## src/rtl/debug_word_tx_queue.sv

```systemverilog
`default_nettype none
// ============================================================================
// Module   : debug_word_tx_queue
// Purpose  : Queues debug result words and serialises them MSB-first into
//            UART bytes using a start/done handshake.
// Option   : DEBUG_TX_CHECKSUM_EN appends an XOR checksum byte to each word.
// Revision : 1.0
// ============================================================================
module debug_word_tx_queue #(
    parameter int NB_DATA    = 32,
    parameter int NB_BYTE    = 8,
    parameter int FIFO_DEPTH = 8,
    parameter int NB_PTR     = $clog2(FIFO_DEPTH)
) (
    input  logic               i_clock,
    input  logic               i_reset,
    input  logic               i_word_valid,
    input  logic [NB_DATA-1:0] i_word,
    output logic               o_word_ready,
    input  logic               i_flush,
    output logic               o_byte_start,
    output logic [NB_BYTE-1:0] o_byte,
    input  logic               i_byte_done,
    output logic               o_word_done_pulse,
    output logic               o_busy,
    output logic [NB_PTR:0]    o_fifo_count,
    output logic               o_overflow
);
    localparam int                 NB_WORD   = NB_DATA / NB_BYTE;
    localparam int                 NB_BCNT   = (NB_WORD > 1) ? $clog2(NB_WORD) : 1;
    localparam logic [NB_PTR:0]    FULL_CNT  = (NB_PTR+1)'(FIFO_DEPTH);
    localparam logic [NB_BCNT-1:0] LAST_BYTE = NB_BCNT'(NB_WORD - 1);

    typedef enum logic [2:0] {
        ST_IDLE = 3'd0,
        ST_LOAD = 3'd1,
        ST_SEND = 3'd2,
        ST_WAIT = 3'd3,
        ST_DONE = 3'd4
`ifdef DEBUG_TX_CHECKSUM_EN
        ,
        ST_CHK      = 3'd5,
        ST_CHK_WAIT = 3'd6
`endif
    } state_t;

    state_t               state_q;
    logic [NB_DATA-1:0]   mem_q [FIFO_DEPTH];
    logic [NB_PTR-1:0]    wr_ptr_q;
    logic [NB_PTR-1:0]    rd_ptr_q;
    logic [NB_PTR:0]      cnt_q;
    logic [NB_PTR:0]      cnt_d;
    logic [NB_DATA-1:0]   shift_q;
    logic [NB_DATA-1:0]   shift_d;
    logic [NB_BCNT-1:0]   bcnt_q;
    logic [NB_BYTE-1:0]   byte_q;
    logic                 start_q;
    logic                 wdone_q;
    logic                 ovf_q;
`ifdef DEBUG_TX_CHECKSUM_EN
    logic [NB_BYTE-1:0]   xor_q;
`endif

    logic push_w;
    logic pop_w;

    assign o_word_ready      = (cnt_q != FULL_CNT);
    assign o_busy            = (state_q != ST_IDLE);
    assign o_fifo_count      = cnt_q;
    assign o_byte            = byte_q;
    assign o_byte_start      = start_q;
    assign o_word_done_pulse = wdone_q;
    assign o_overflow        = ovf_q;

    // The pop happens on the edge that enters LOAD, from either IDLE or DONE.
    assign push_w  = i_word_valid && o_word_ready && !i_flush;
    assign pop_w   = ((state_q == ST_IDLE) || (state_q == ST_DONE)) && (cnt_q != '0) && !i_flush;
    assign shift_d = shift_q << NB_BYTE;

    always_comb begin
        cnt_d = cnt_q;
        case ({push_w, pop_w})
            2'b10:   cnt_d = cnt_q + 1'b1;
            2'b01:   cnt_d = cnt_q - 1'b1;
            default: cnt_d = cnt_q;
        endcase
    end

    always_ff @(posedge i_clock) begin
        if (push_w) begin
            mem_q[wr_ptr_q] <= i_word;
        end
    end

    always_ff @(posedge i_clock or negedge i_reset) begin
        if (!i_reset) begin
            wr_ptr_q <= '0;
            rd_ptr_q <= '0;
            cnt_q    <= '0;
            ovf_q    <= 1'b0;
        end else if (i_flush) begin
            wr_ptr_q <= '0;
            rd_ptr_q <= '0;
            cnt_q    <= '0;
            ovf_q    <= 1'b0;
        end else begin
            if (push_w) wr_ptr_q <= wr_ptr_q + 1'b1;
            if (pop_w)  rd_ptr_q <= rd_ptr_q + 1'b1;
            cnt_q <= cnt_d;
            if (i_word_valid && !o_word_ready) ovf_q <= 1'b1;
        end
    end

    always_ff @(posedge i_clock or negedge i_reset) begin
        if (!i_reset) begin
            state_q <= ST_IDLE;
            shift_q <= '0;
            bcnt_q  <= '0;
            byte_q  <= '0;
            start_q <= 1'b0;
            wdone_q <= 1'b0;
`ifdef DEBUG_TX_CHECKSUM_EN
            xor_q   <= '0;
`endif
        end else if (i_flush) begin
            // o_byte is left alone: the UART may still be shifting it out.
            state_q <= ST_IDLE;
            start_q <= 1'b0;
            wdone_q <= 1'b0;
        end else begin
            start_q <= 1'b0;
            wdone_q <= 1'b0;
            case (state_q)
                ST_IDLE, ST_DONE: begin
                    if (pop_w) begin
                        state_q <= ST_LOAD;
                        shift_q <= mem_q[rd_ptr_q];
                        bcnt_q  <= '0;
`ifdef DEBUG_TX_CHECKSUM_EN
                        xor_q   <= '0;
`endif
                    end else begin
                        state_q <= ST_IDLE;
                    end
                end
                ST_LOAD: begin
                    state_q <= ST_SEND;
                    start_q <= 1'b1;
                    byte_q  <= shift_q[NB_DATA-1 -: NB_BYTE];
                end
                ST_SEND: state_q <= ST_WAIT;
                ST_WAIT: begin
                    if (i_byte_done) begin
`ifdef DEBUG_TX_CHECKSUM_EN
                        xor_q <= xor_q ^ byte_q;
`endif
                        if (bcnt_q == LAST_BYTE) begin
`ifdef DEBUG_TX_CHECKSUM_EN
                            state_q <= ST_CHK;
                            start_q <= 1'b1;
                            byte_q  <= xor_q ^ byte_q;
`else
                            state_q <= ST_DONE;
                            wdone_q <= 1'b1;
`endif
                        end else begin
                            state_q <= ST_SEND;
                            start_q <= 1'b1;
                            shift_q <= shift_d;
                            bcnt_q  <= bcnt_q + 1'b1;
                            byte_q  <= shift_d[NB_DATA-1 -: NB_BYTE];
                        end
                    end
                end
`ifdef DEBUG_TX_CHECKSUM_EN
                ST_CHK: state_q <= ST_CHK_WAIT;
                ST_CHK_WAIT: begin
                    if (i_byte_done) begin
                        state_q <= ST_DONE;
                        wdone_q <= 1'b1;
                    end
                end
`endif
                default: state_q <= ST_IDLE;
            endcase
        end
    end

endmodule
`default_nettype wire

```

## config.mk

```make
export PLATFORM = sky130hd
export DESIGN_NAME = debug_word_tx_queue
export DESIGN_NICKNAME = d
export VERILOG_FILES = /design/src/rtl/debug_word_tx_queue.sv
export SDC_FILE = /design/constraint.sdc
export NUM_CORES = 1
export LEC_CHECK = 0
export ABC_CLOCK_PERIOD_IN_PS = 9900
export CORE_ASPECT_RATIO = 1.5
export CORE_UTILIZATION = 35
export CTS_CLUSTER_DIAMETER = 40
export DETAILED_ROUTE_END_ITERATION = 16
export PLACE_DENSITY = 0.59
export RECOVER_POWER = 25
export SYNTH_ARGS = -nofsm -noshare
export SYNTH_HDL_FRONTEND = slang
export SYNTH_SLANG_ARGS = --single-unit
export TNS_END_PERCENT = 50
```

## constraint.sdc

```tcl
create_clock -name i_clock -period 9.9 [get_ports i_clock]
set_clock_uncertainty 0.2 [all_clocks]
set_input_delay 1.98 -clock i_clock [delete_from_list [all_inputs] [get_ports i_clock]]
set_output_delay 1.98 -clock i_clock [all_outputs]
set_load 0.03 [all_outputs]
```

==> summary.txt, run 1 <==
Status
  • Status: finished with violations
  • Failing checks: max-capacitance violations, max-slew violations

STA
  • Slew Limit Fails: 59
  • Slew margin rel.: -115%
  • Post-route setup TNS: 0 ns
  • Min Hold Slack: just under 0.3 ns
  • Tmin final: 5.07 ns
  • Worst-Margin Slew: approximately 3.2 ns
  • FMAX: between 0.15 and 0.2 GHz
  • Final hold violations: 0
  • RSZ-0062 raised after global routing: false
  • Final cycle utilization of the critical path: about half
  • Final setup fails: 0

Global routing
  • First-pass GRT wire length: 38500 µm
  • Pin count of the biggest net entering global routing: 59
  • Initial antenna violation count: 0
  • Vias in the first global route: around 6400
  • GRT Total Usage: around 14%
  • Overflow after GRT: 0

Finish
  • Final Net Count: about 760
  • Storage cell area: 9150 µm²
  • Multi-input logic area: between 3000 and 4000 µm²
  • Layout cells sized above 1: between 20% and 30%
  • Non-Filler Instances: about 1200
  • Antenna cell count: 0
  • Fillers: between 3000 and 4000
  • Layout area overhead: 16.1%

Critical path
  • CP max stage delay: roughly 2.3 ns
  • CP max-delay cell: clkbuf_1
  • Critical Path End Type: async pin
  • Required @ worst endpoint: just over 9 ns
  • Worst path arrival time: 4.34 ns
  • Critical R2R Launch: state_q[1]
  • Critical R2R Capture: o_fifo_count[3]
  • Worst Path Max Fanout: 58
  • CP Launch Type: input port
  • WS Path Type: in -> async
  • Worst path top cell family by delay: buffers and inverters
  • Worst-case reg-to-reg path depth: 7
  • R2r setup slk: 6.86 ns
  • Crit-path cells: buf_2 > clkbuf_1
  • Critical path buffers and inverters: 2

Floorplanning
  • Die W: 156 µm
  • Die area: ~37000 µm²
  • # rows: between 80 and 90
  • Initial Util: 35.6%
  • Die H: 234 µm
  • Num ports: 54
  • Core area: 35100 µm²

Route
  • # DRC: 0
  • Routed Antenna Nets: 0
  • Router iterations before antenna repair: 4
  • WL/cell: between 20 and 25 µm
  • Vias per inst: between 5 and 6
  • DR vias: about 6100
  • Iteration-0 DRC Markers: 483
  • Total Routed Length: approximately 25000 µm

Pwr
  • Maximum VDD drop: approximately 0.00013 V
  • Pwr Total: between 3 and 4 mW
  • Sw Share: between 20 and 30%
  • Flop pwr share: a little under half
  • Share of total power in the clock network: between 20% and 30%
  • Internal power: around 2.6 mW
  • Pwr/cell area: 253 nW/µm²
  • NetSw: roughly 1.1 mW
  • Logic pwr share: a little under a quarter
  • Leakage Power: 4.72 nW

Logic synthesis
  • Largest area contributor in the netlist: edfxtp_1
  • Top cell type's share of synthesized area: between 60% and 70%
  • Mapped cell area: 12500 µm²
  • Synth Register Bits: between 300 and 400
  • Mean post-synth cell area: between 15 and 20 µm²
  • Seq/Total Area, Yosys: between 70% and 80%
  • Synth Net Count: approximately 700
  • Cells after Synth: 657
  • Post-synth EDFFs: 256
  • Count of cell types in the netlist: 52
  • Prevailing post-synth register cell: edfxtp_1
  • Asr flop ratio synth: 18.5%
  • Top post-synthesis cells by area: edfxtp_1 (61%), dfrtp_1 (12%), mux4_2 (12%)
  • Synthesis Warnings: 0

Placed design
  • Placer Congestion: approximately 0.8
  • Port Buf Inserts: 53
  • HPWL Detailed: between 10000 and 15000 µm
  • Placed Instances: approximately 1200

Clock tree
  • Num Clock Sinks: roughly 310
  • Number of gates resized after CTS: 0
  • Max Root-Sink Buffers: 3
  • H-tree lvl count: 1
  • Worst skew pair latency: about 0.56 ns
  • Setup Buffers After CTS: 0
  • CTS tree: yes
  • Num CTS Buffers: 31
  • Clk pin slew, worst setup/hold paths: approximately 0.06 ns
  • CTS Hold Bufs: 0
  • CTS root buffer: clkbuf_16

Worst hold path
  • Min-Delay Path Class: reg -> reg
  • Hold path start: o_overflow
  • Hold Path Stages: 2
  • Hold Path Sink: o_overflow

Run
  • MaxCap Viol Count: 1
power groups by stage:
stage                     logic, mW  registers [mW]  clock network (mW)
after floorplan               0.664            1.70                   0
after global placement        0.877            1.74                   0
after detailed placement      0.885            1.74                   0
after CTS                     0.889            1.71                1.13
after global routing          0.943            1.73                1.17
final                         0.870            1.71                1.09
layer usage:
layer,vias to the layer above,track usage (%),share of wire (%)
li1,2770,-,-
met5,-,0,0
met1,3221,17.6,41
met3,33,2.00,3.7
met2,110,25.9,53
met4,0,4.44,1.9
cells in the mapped netlist, types with 2 or more instances:
cell,n
o31ai_1,2
buf_1,3
mux2_1,4
nor4_1,4
a221o_1,6
o2bb2ai_1,8
inv_1,5
o21a_1,2
buf_2,15
buf_6,5
nand3b_1,2
a211oi_2,2
o21ai_0,4
nor3_1,9
a2bb2oi_1,2
mux2_2,5
clkbuf_1,8
nor2b_1,2
a2111oi_0,2
nor2_1,46
a31oi_1,11
buf_4,6
mux2_4,10
mux2i_1,32
mux4_2,64
nand3_1,4
xor2_1,2
ha_1,5
xnor2_1,3
dfrtp_1,58
nand2_1,27
edfxtp_1,256
or2_2,2
a21oi_1,23
final cells by class:
cell class | instances | area share, %
multi-input combinational | 299 | 21.8
clock buffer | 37 | 5.50
tap | 473 | 4.07
sequential | 314 | 63.0
timing repair buffer | 70 | 4.47
inverter | 6 | 0.155
clock inverter | 19 | 0.999
flip-flops by register name (all words and copies together), names as in the netlist:
signal / cells
o_fifo_count: 4
o_byte_start: 1
o_overflow: 1
rd_ptr_q: 3
bcnt_q: 2
o_byte: 8
wr_ptr_q: 3
state_q: 3
shift_q: 32
o_word_done_pulse: 1
mem_q: 256
worst max-delay path by stage:
stage / slack, ns / to / from / depth (start not counted)
2_1_floorplan: 3.37 / mem_q[0][0] / i_word_valid / 3
3_5_place_dp: 5.17 / o_fifo_count[3] / i_flush / 9
3_3_place_gp: 5.19 / o_fifo_count[3] / i_flush / 9
6_report: 4.83 / rd_ptr_q[0] / i_reset / 2
5_1_grt: 4.06 / rd_ptr_q[0] / i_reset / 2
4_1_cts: 5.35 / o_word_ready / o_fifo_count[1] / 3
stage by stage:
step | area (µm²) | setup slack (ns) | utilization (%)
2_1_floorplan | 12500 | 3.37 | -
3_3_place_gp | 13600 | 5.19 | 38.7
3_5_place_dp | 13600 | 5.17 | 38.7
4_1_cts | 14500 | 5.35 | 41.4
5_1_grt | 14500 | 4.06 | 41.4
6_report | 14500 | 4.83 | 41.4
layout by cell type, fill, tap and decap left out, drive strengths merged, types with 11 or more instances in the layout:
| cell | Yosys | routed |
|---|---|---|
| nand2 | 27 | 27 |
| mux4 | 64 | 64 |
| dlygate4sd3 | 0 | 15 |
| nor2 | 47 | 47 |
| edfxtp | 256 | 256 |
| clkbuf | 8 | 38 |
| mux2i | 32 | 32 |
| clkdlybuf4s50 | 0 | 37 |
| a31oi | 11 | 11 |
| a21oi | 23 | 23 |
| buf | 30 | 17 |
| inv | 6 | 11 |
| clkinv | 0 | 12 |
| mux2 | 19 | 19 |
| dfrtp | 58 | 58 |
cell families after synthesis:
group                    share of synthesized area [%]
flip-flops                                        73.1
buffers and inverters                             2.08
AND/OR/NAND/NOR                                   3.97
AO/OA/AOI/OAI                                     3.92
adder cells (fa/ha/maj)                          0.500
XOR/XNOR                                         0.350
multiplexers                                      16.1
No activity file was read; power rests on OpenSTA's default activity.
==> run 2: changes to the inputs <==
- ABC_CLOCK_PERIOD_IN_PS: 9900 -> 5170
- clock period: 9.9 -> 5.17 ns (I/O delays scaled with it)
==> run 2 against run 1 <==
Against the previous run:
- die area is the same
- the run now ends clean
- register-to-register slack lost 4.9 ns
- largest power group unchanged
- setup slack lost 3.2 ns
- non-clock buffer count shrank 1
- hold slack lost 0.0026 ns
- count of clock-buffer cells in the layout grew 7
==> summary.txt, run 2 (synthesized netlist as in run 1, its figures left out) <==
Route
  • # DRC: 0
  • Vias per inst: between 5 and 6
  • WL/cell: roughly 21 µm
  • Router iterations before antenna repair: 4
  • Routed Antenna Nets: 0
  • Iteration-0 DRC Markers: between 300 and 400
  • Total Routed Length: about 26000 µm
  • DR vias: 6154

Global routing
  • Overflow after GRT: 0
  • Pin count of the biggest net entering global routing: 46
  • First-pass GRT wire length: approximately 40000 µm
  • Initial antenna violation count: 0
  • GRT Total Usage: approximately 15%
  • Vias in the first global route: between 6000 and 7000

Worst hold path
  • Min-Delay Path Class: reg -> reg
  • Hold path start: shift_q[7]
  • Hold Path Sink: shift_q[7]
  • Hold Path Stages: 1

Placed design
  • Pre-CTS setup slack: 1.34 ns
  • HPWL Detailed: roughly 15000 µm
  • Placement Cell Area: approximately 14000 µm²
  • Placer Congestion: a little over 0.8
  • Placed Instances: roughly 1200
  • Port Buf Inserts: 53

Clock tree
  • H-tree lvl count: 2
  • CTS root buffer: clkbuf_16
  • CTS tree: yes
  • Num Clock Sinks: between 300 and 400
  • CTS Hold Bufs: 0
  • Setup Buffers After CTS: 0
  • Clk pin slew, worst setup/hold paths: 0.06 ns
  • Max Root-Sink Buffers: 3
  • Worst skew pair latency: around 0.51 ns
  • Num CTS Buffers: 34
  • Number of gates resized after CTS: 0

Critical path
  • Worst Path Max Fanout: 12
  • WS Path Type: reg -> out
  • R2r setup slk: between 1.5 and 2 ns
  • Worst path arrival time: 2.30 ns
  • Worst-case reg-to-reg path depth: 5
  • CP max stage delay: ~0.62 ns
  • CP Launch Type: flop
  • Required @ worst endpoint: approximately 3.9 ns
  • Critical R2R Capture: shift_q[9]
  • Crit. Startpoint: o_fifo_count[1]
  • CP max-delay cell: clkdlybuf4s50_1
  • Crit-path cells: nor4b_4 > inv_2 > clkdlybuf4s50_1
  • Critical R2R Launch: o_fifo_count[1]
  • Critical Path End Type: primary output

Floorplanning
  • Core area: 35100 µm²
  • # rows: 84
  • Num ports: between 50 and 60
  • Die area: approximately 37000 µm²
  • Initial Util: a little over a third
  • Die H: 234 µm
  • Die W: about 160 µm

STA
  • Min Hold Slack: 0.294 ns
  • Worst setup margin: 1.64 ns
  • Slew margin rel.: 25.3%
  • Worst-Margin Slew: roughly 1.1 ns
  • Slew Limit Fails: 0
  • RSZ-0062 raised after global routing: false
  • Final setup fails: 0
  • Final hold violations: 0
  • Tmin final: between 3 and 4 ns
  • Final cycle utilization of the critical path: roughly 68%
  • Post-route setup TNS: 0 ns
  • FMAX: around 0.28 GHz

Finish
  • Number of flip-flops in the largest register: 256
  • Fin area: about 15000 µm²
  • Final Net Count: 766
  • Antenna cell count: 0
  • Most frequent cells in the layout: edfxtp_1 (256), mux4_2 (64), dfrtp_1 (55)
  • Layout Utilization: 42.1%
  • Layout area overhead: 18.2%
  • Top reg by flops: mem_q
  • Layout cells sized above 1: a little under a quarter
  • Non-Filler Instances: between 1000 and 1500
  • Commonest non-fill, non-tap cell in the layout: edfxtp_1

Pwr
  • Pwr/cell area: a little over 500 nW/µm²
  • Pwr Total: roughly 7.5 mW
  • Flop pwr share: approximately 45%
  • Internal power: 5.37 mW
  • Logic pwr share: around 22%
  • Maximum VDD drop: 0.000206 V
  • Sw Share: between 20 and 30%
  • Share of total power in the clock network: between 30% and 40%
  • NetSw: 2.11 mW
  • Leakage Power: 4.85 nW

Run
  • MaxCap Viol Count: 0

Status
  • Status: complete, no violations
-- run 2: metal layers --
layer | up-vias | routed length [µm] | GRT usage, %
met1 | 3229 | 10600 | 17.9
met3 | 38 | 852 | 2.21
met4 | 0 | 592 | 5.06
met5 | - | 0 | 0
met2 | 128 | 13800 | 26.8
li1 | 2759 | - | -
-- run 2: worst max-delay path by stage --
| stage | endpoint |
|---|---|
| after global routing | o_word_ready |
| after global placement | o_fifo_count[3] |
| after floorplan | mem_q[2][0] |
| after CTS | o_word_ready |
| after detailed placement | o_fifo_count[3] |
| final | o_word_ready |
-- run 2: worst max-delay path: cells and delay by family (launching register included) --
| kind | cells | cell delay [ns] |
|---|---|---|
| buf+inv | 2 | 0.76 |
| flops | 1 | 0.54 |
| simple gates | 1 | 0.49 |
-- run 2: final cells by class --
class | instances | area (µm²)
Tap cell | 473 | 592
Inverter | 6 | 22.5
Clock inverter | 18 | 220
Fill cell | 3104 | 20300
Clock buffer | 44 | 972
Timing Repair Buffer | 69 | 644
Sequential cell | 314 | 9150
Multi-Input combinational cell | 299 | 3180
-- run 2: power groups by stage --
stage	clock network (mW)	logic (mW)	registers, mW
after floorplan	0	1.27	3.26
after global placement	0	1.62	3.39
after detailed placement	0	1.64	3.39
after CTS	2.58	1.65	3.34
after global routing	2.67	1.76	3.37
final	2.53	1.62	3.33
==> run 3: changes to the inputs <==
- ABC_CLOCK_PERIOD_IN_PS: 5170 -> 3600
- clock period: 5.17 -> 3.6 ns (I/O delays scaled with it)
==> run 3 against run 2 <==
Against the previous run:
- via count up 0.68%
- die area unchanged
- sequential share of layout area down 0.75 points
- first-iteration DRC count up 13%
- sequential power up 42%
- clock power up 46%
- non-clock buffer count up 10
- global-route usage up 0.14 points
- hold slack worse by 0.0015 ns
- power up 45%
- register-to-register slack worse by 1.1 ns
- count of clock-buffer cells in the layout down 1
==> summary.txt, run 3 (synthesized netlist as in run 1, its figures left out) <==
Pwr
  • Pwr/cell area: 724 nW/µm²
  • Leakage Power: between 4 and 5 nW
  • Pwr Total: between 10 and 15 mW
  • Maximum VDD drop: ~0.00030 V

STA
  • Final cycle utilization of the critical path: between 80% and 90%
  • Worst setup margin: 0.408 ns
  • Final hold violations: 0
  • Final setup fails: 0
  • FMAX: around 0.31 GHz
  • RSZ-0062 raised after global routing: false
  • Slew Limit Fails: 0
  • Worst-Margin Slew: 1.15 ns
  • Slew margin rel.: a little under a quarter
  • Tmin final: 3.19 ns

Global routing
  • First-pass GRT wire length: 39800 µm
  • Pin count of the biggest net entering global routing: 59
  • Initial antenna violation count: 1
  • Overflow after GRT: 0
  • Vias in the first global route: 6503
  • GRT Total Usage: 15.0%

Clock tree
  • CTS root buffer: clkbuf_16
  • Num Clock Sinks: ~310
  • Clk pin slew, worst setup/hold paths: approximately 0.06 ns
  • Max Root-Sink Buffers: 3
  • H-tree lvl count: 2
  • CTS tree: yes
  • Number of gates resized after CTS: 0
  • Worst skew pair latency: about 0.52 ns
  • Setup Buffers After CTS: 0
  • Num CTS Buffers: 35

Route
  • Iteration-0 DRC Markers: 367
  • Total Routed Length: roughly 26000 µm
  • # DRC: 0
  • DR vias: between 6000 and 7000
  • Router iterations before antenna repair: 5
  • WL/cell: 21.0 µm
  • Routed Antenna Nets: 0
  • Vias per inst: approximately 5

Floorplanning
  • Die W: between 150 and 200 µm
  • Initial Util: 35.6%
  • Core area: about 35000 µm²
  • # rows: 84
  • Num ports: 54
  • Die area: 36500 µm²
  • Die H: 234 µm

Finish
  • Number of flip-flops in the largest register: about 260
  • Fin area: roughly 15000 µm²
  • Commonest non-fill, non-tap cell in the layout: edfxtp_1
  • Layout cells sized above 1: about a quarter
  • Layout area overhead: 19.6%
  • Antenna cell count: 0
  • Final Net Count: just under 800
  • Most frequent cells in the layout: edfxtp_1 (256), mux4_2 (64), dfrtp_1 (55)
  • Layout Utilization: a little over two fifths
  • Top reg by flops: mem_q

Status
  • Status: complete, no violations

Run
  • MaxCap Viol Count: 0

Critical path
  • Worst path arrival time: 2.27 ns
  • Required @ worst endpoint: 2.68 ns
  • CP Launch Type: flop
  • WS Path Type: reg -> out
  • CP max-delay cell: clkdlybuf4s50_1
  • Worst Path Max Fanout: 12
  • CP max stage delay: 0.62 ns
  • Critical path buffers and inverters: 2
  • Crit-path cells: nor4b_4 > inv_2 > clkdlybuf4s50_1
  • Critical Path End Type: primary output
  • Worst path top cell family by delay: buffers and inverters

Worst hold path
  • Min-Delay Path Class: reg -> reg

Placed design
  • Placement Cell Area: 13700 µm²
  • HPWL Detailed: ~15000 µm
  • Port Buf Inserts: 53
  • Pre-CTS setup slack: 0.501 ns
  • Placer Congestion: around 0.8
[run 3: cell types whose count changed in the layout (fill, tap and decap cells not counted), moves of 2 or more]
cell             change
buf_12               +6
dlygate4sd3_1        +4
buf_4                +3
clkdlybuf4s50_1      -3
inv_8                +3
clkbuf_1             -2
clkinv_1             -2
[run 3: cell type report]
| type | instances | area (µm²) |
|---|---|---|
| inverters | 6 | 22.5 |
| well taps | 473 | 592 |
| flip-flops and latches | 314 | 9150 |
| clock buffers | 43 | 968 |
| multi-input cells | 299 | 3190 |
| repair buffers | 79 | 798 |
| fillers | 3113 | 20100 |
| clock inverters | 19 | 241 |
[run 3: power by group]
part / switching (mW) / internal [mW] / total (mW)
sequential: 0.432 / 4.31 / 4.74
clock: 1.46 / 2.24 / 3.70
combinational: 1.17 / 1.22 / 2.39
total: 3.07 / 7.76 / 10.8
[run 3: worst paths after layout]
| path | start | to | slack (ns) | depth (start not counted) |
|---|---|---|---|---|
| min reg2reg | o_overflow | o_overflow | 0.29 | 2 |
| max reg2reg | o_fifo_count[1] | o_fifo_count[3] | 0.87 | 7 |
| min in group asynchronous | i_reset | wr_ptr_q[0] | 0.56 | 3 |
| min | o_overflow | o_overflow | 0.29 | 2 |
| max in group asynchronous | i_reset | rd_ptr_q[1] | 2.35 | 3 |
| max | o_fifo_count[1] | o_word_ready | 0.41 | 3 |
[run 3: metrics by stage]
step	TNS [ns]	std cells	hold WS [ns]
final	0	1233	0.292
after global routing	0	1233	0.302
after detailed placement	0	1170	0.276
after global placement	0	1170	0.275
after floorplan	-54.48	657	0.224
after CTS	0	1233	0.292
[run 3: routing by layer]
metal / vias up / share of wire, % / track usage (%)
met2: 135 / 52 / 25.7
met5: - / 0.039 / 0
met3: 49 / 4.0 / 2.65
met4: 2 / 3.8 / 6.83
met1: 3222 / 40 / 18.3
li1: 2788 / - / -
[run 3: timing repair]
item	in CTS	in global routing
endpoints found under the setup margin	0	0
hold buffers	1	0
endpoints found under the hold margin	2	0
[run 3: worst register-to-register path, delay by kind of cell (launching register included)]
kind / cells / cell delay [ns]
AO/OA/AOI/OAI: 2 / 0.38
flip-flops: 1 / 0.53
adder cells (fa/ha/maj): 1 / 0.35
AND/OR/NAND/NOR: 3 / 0.83
multiplexers: 1 / 0.33
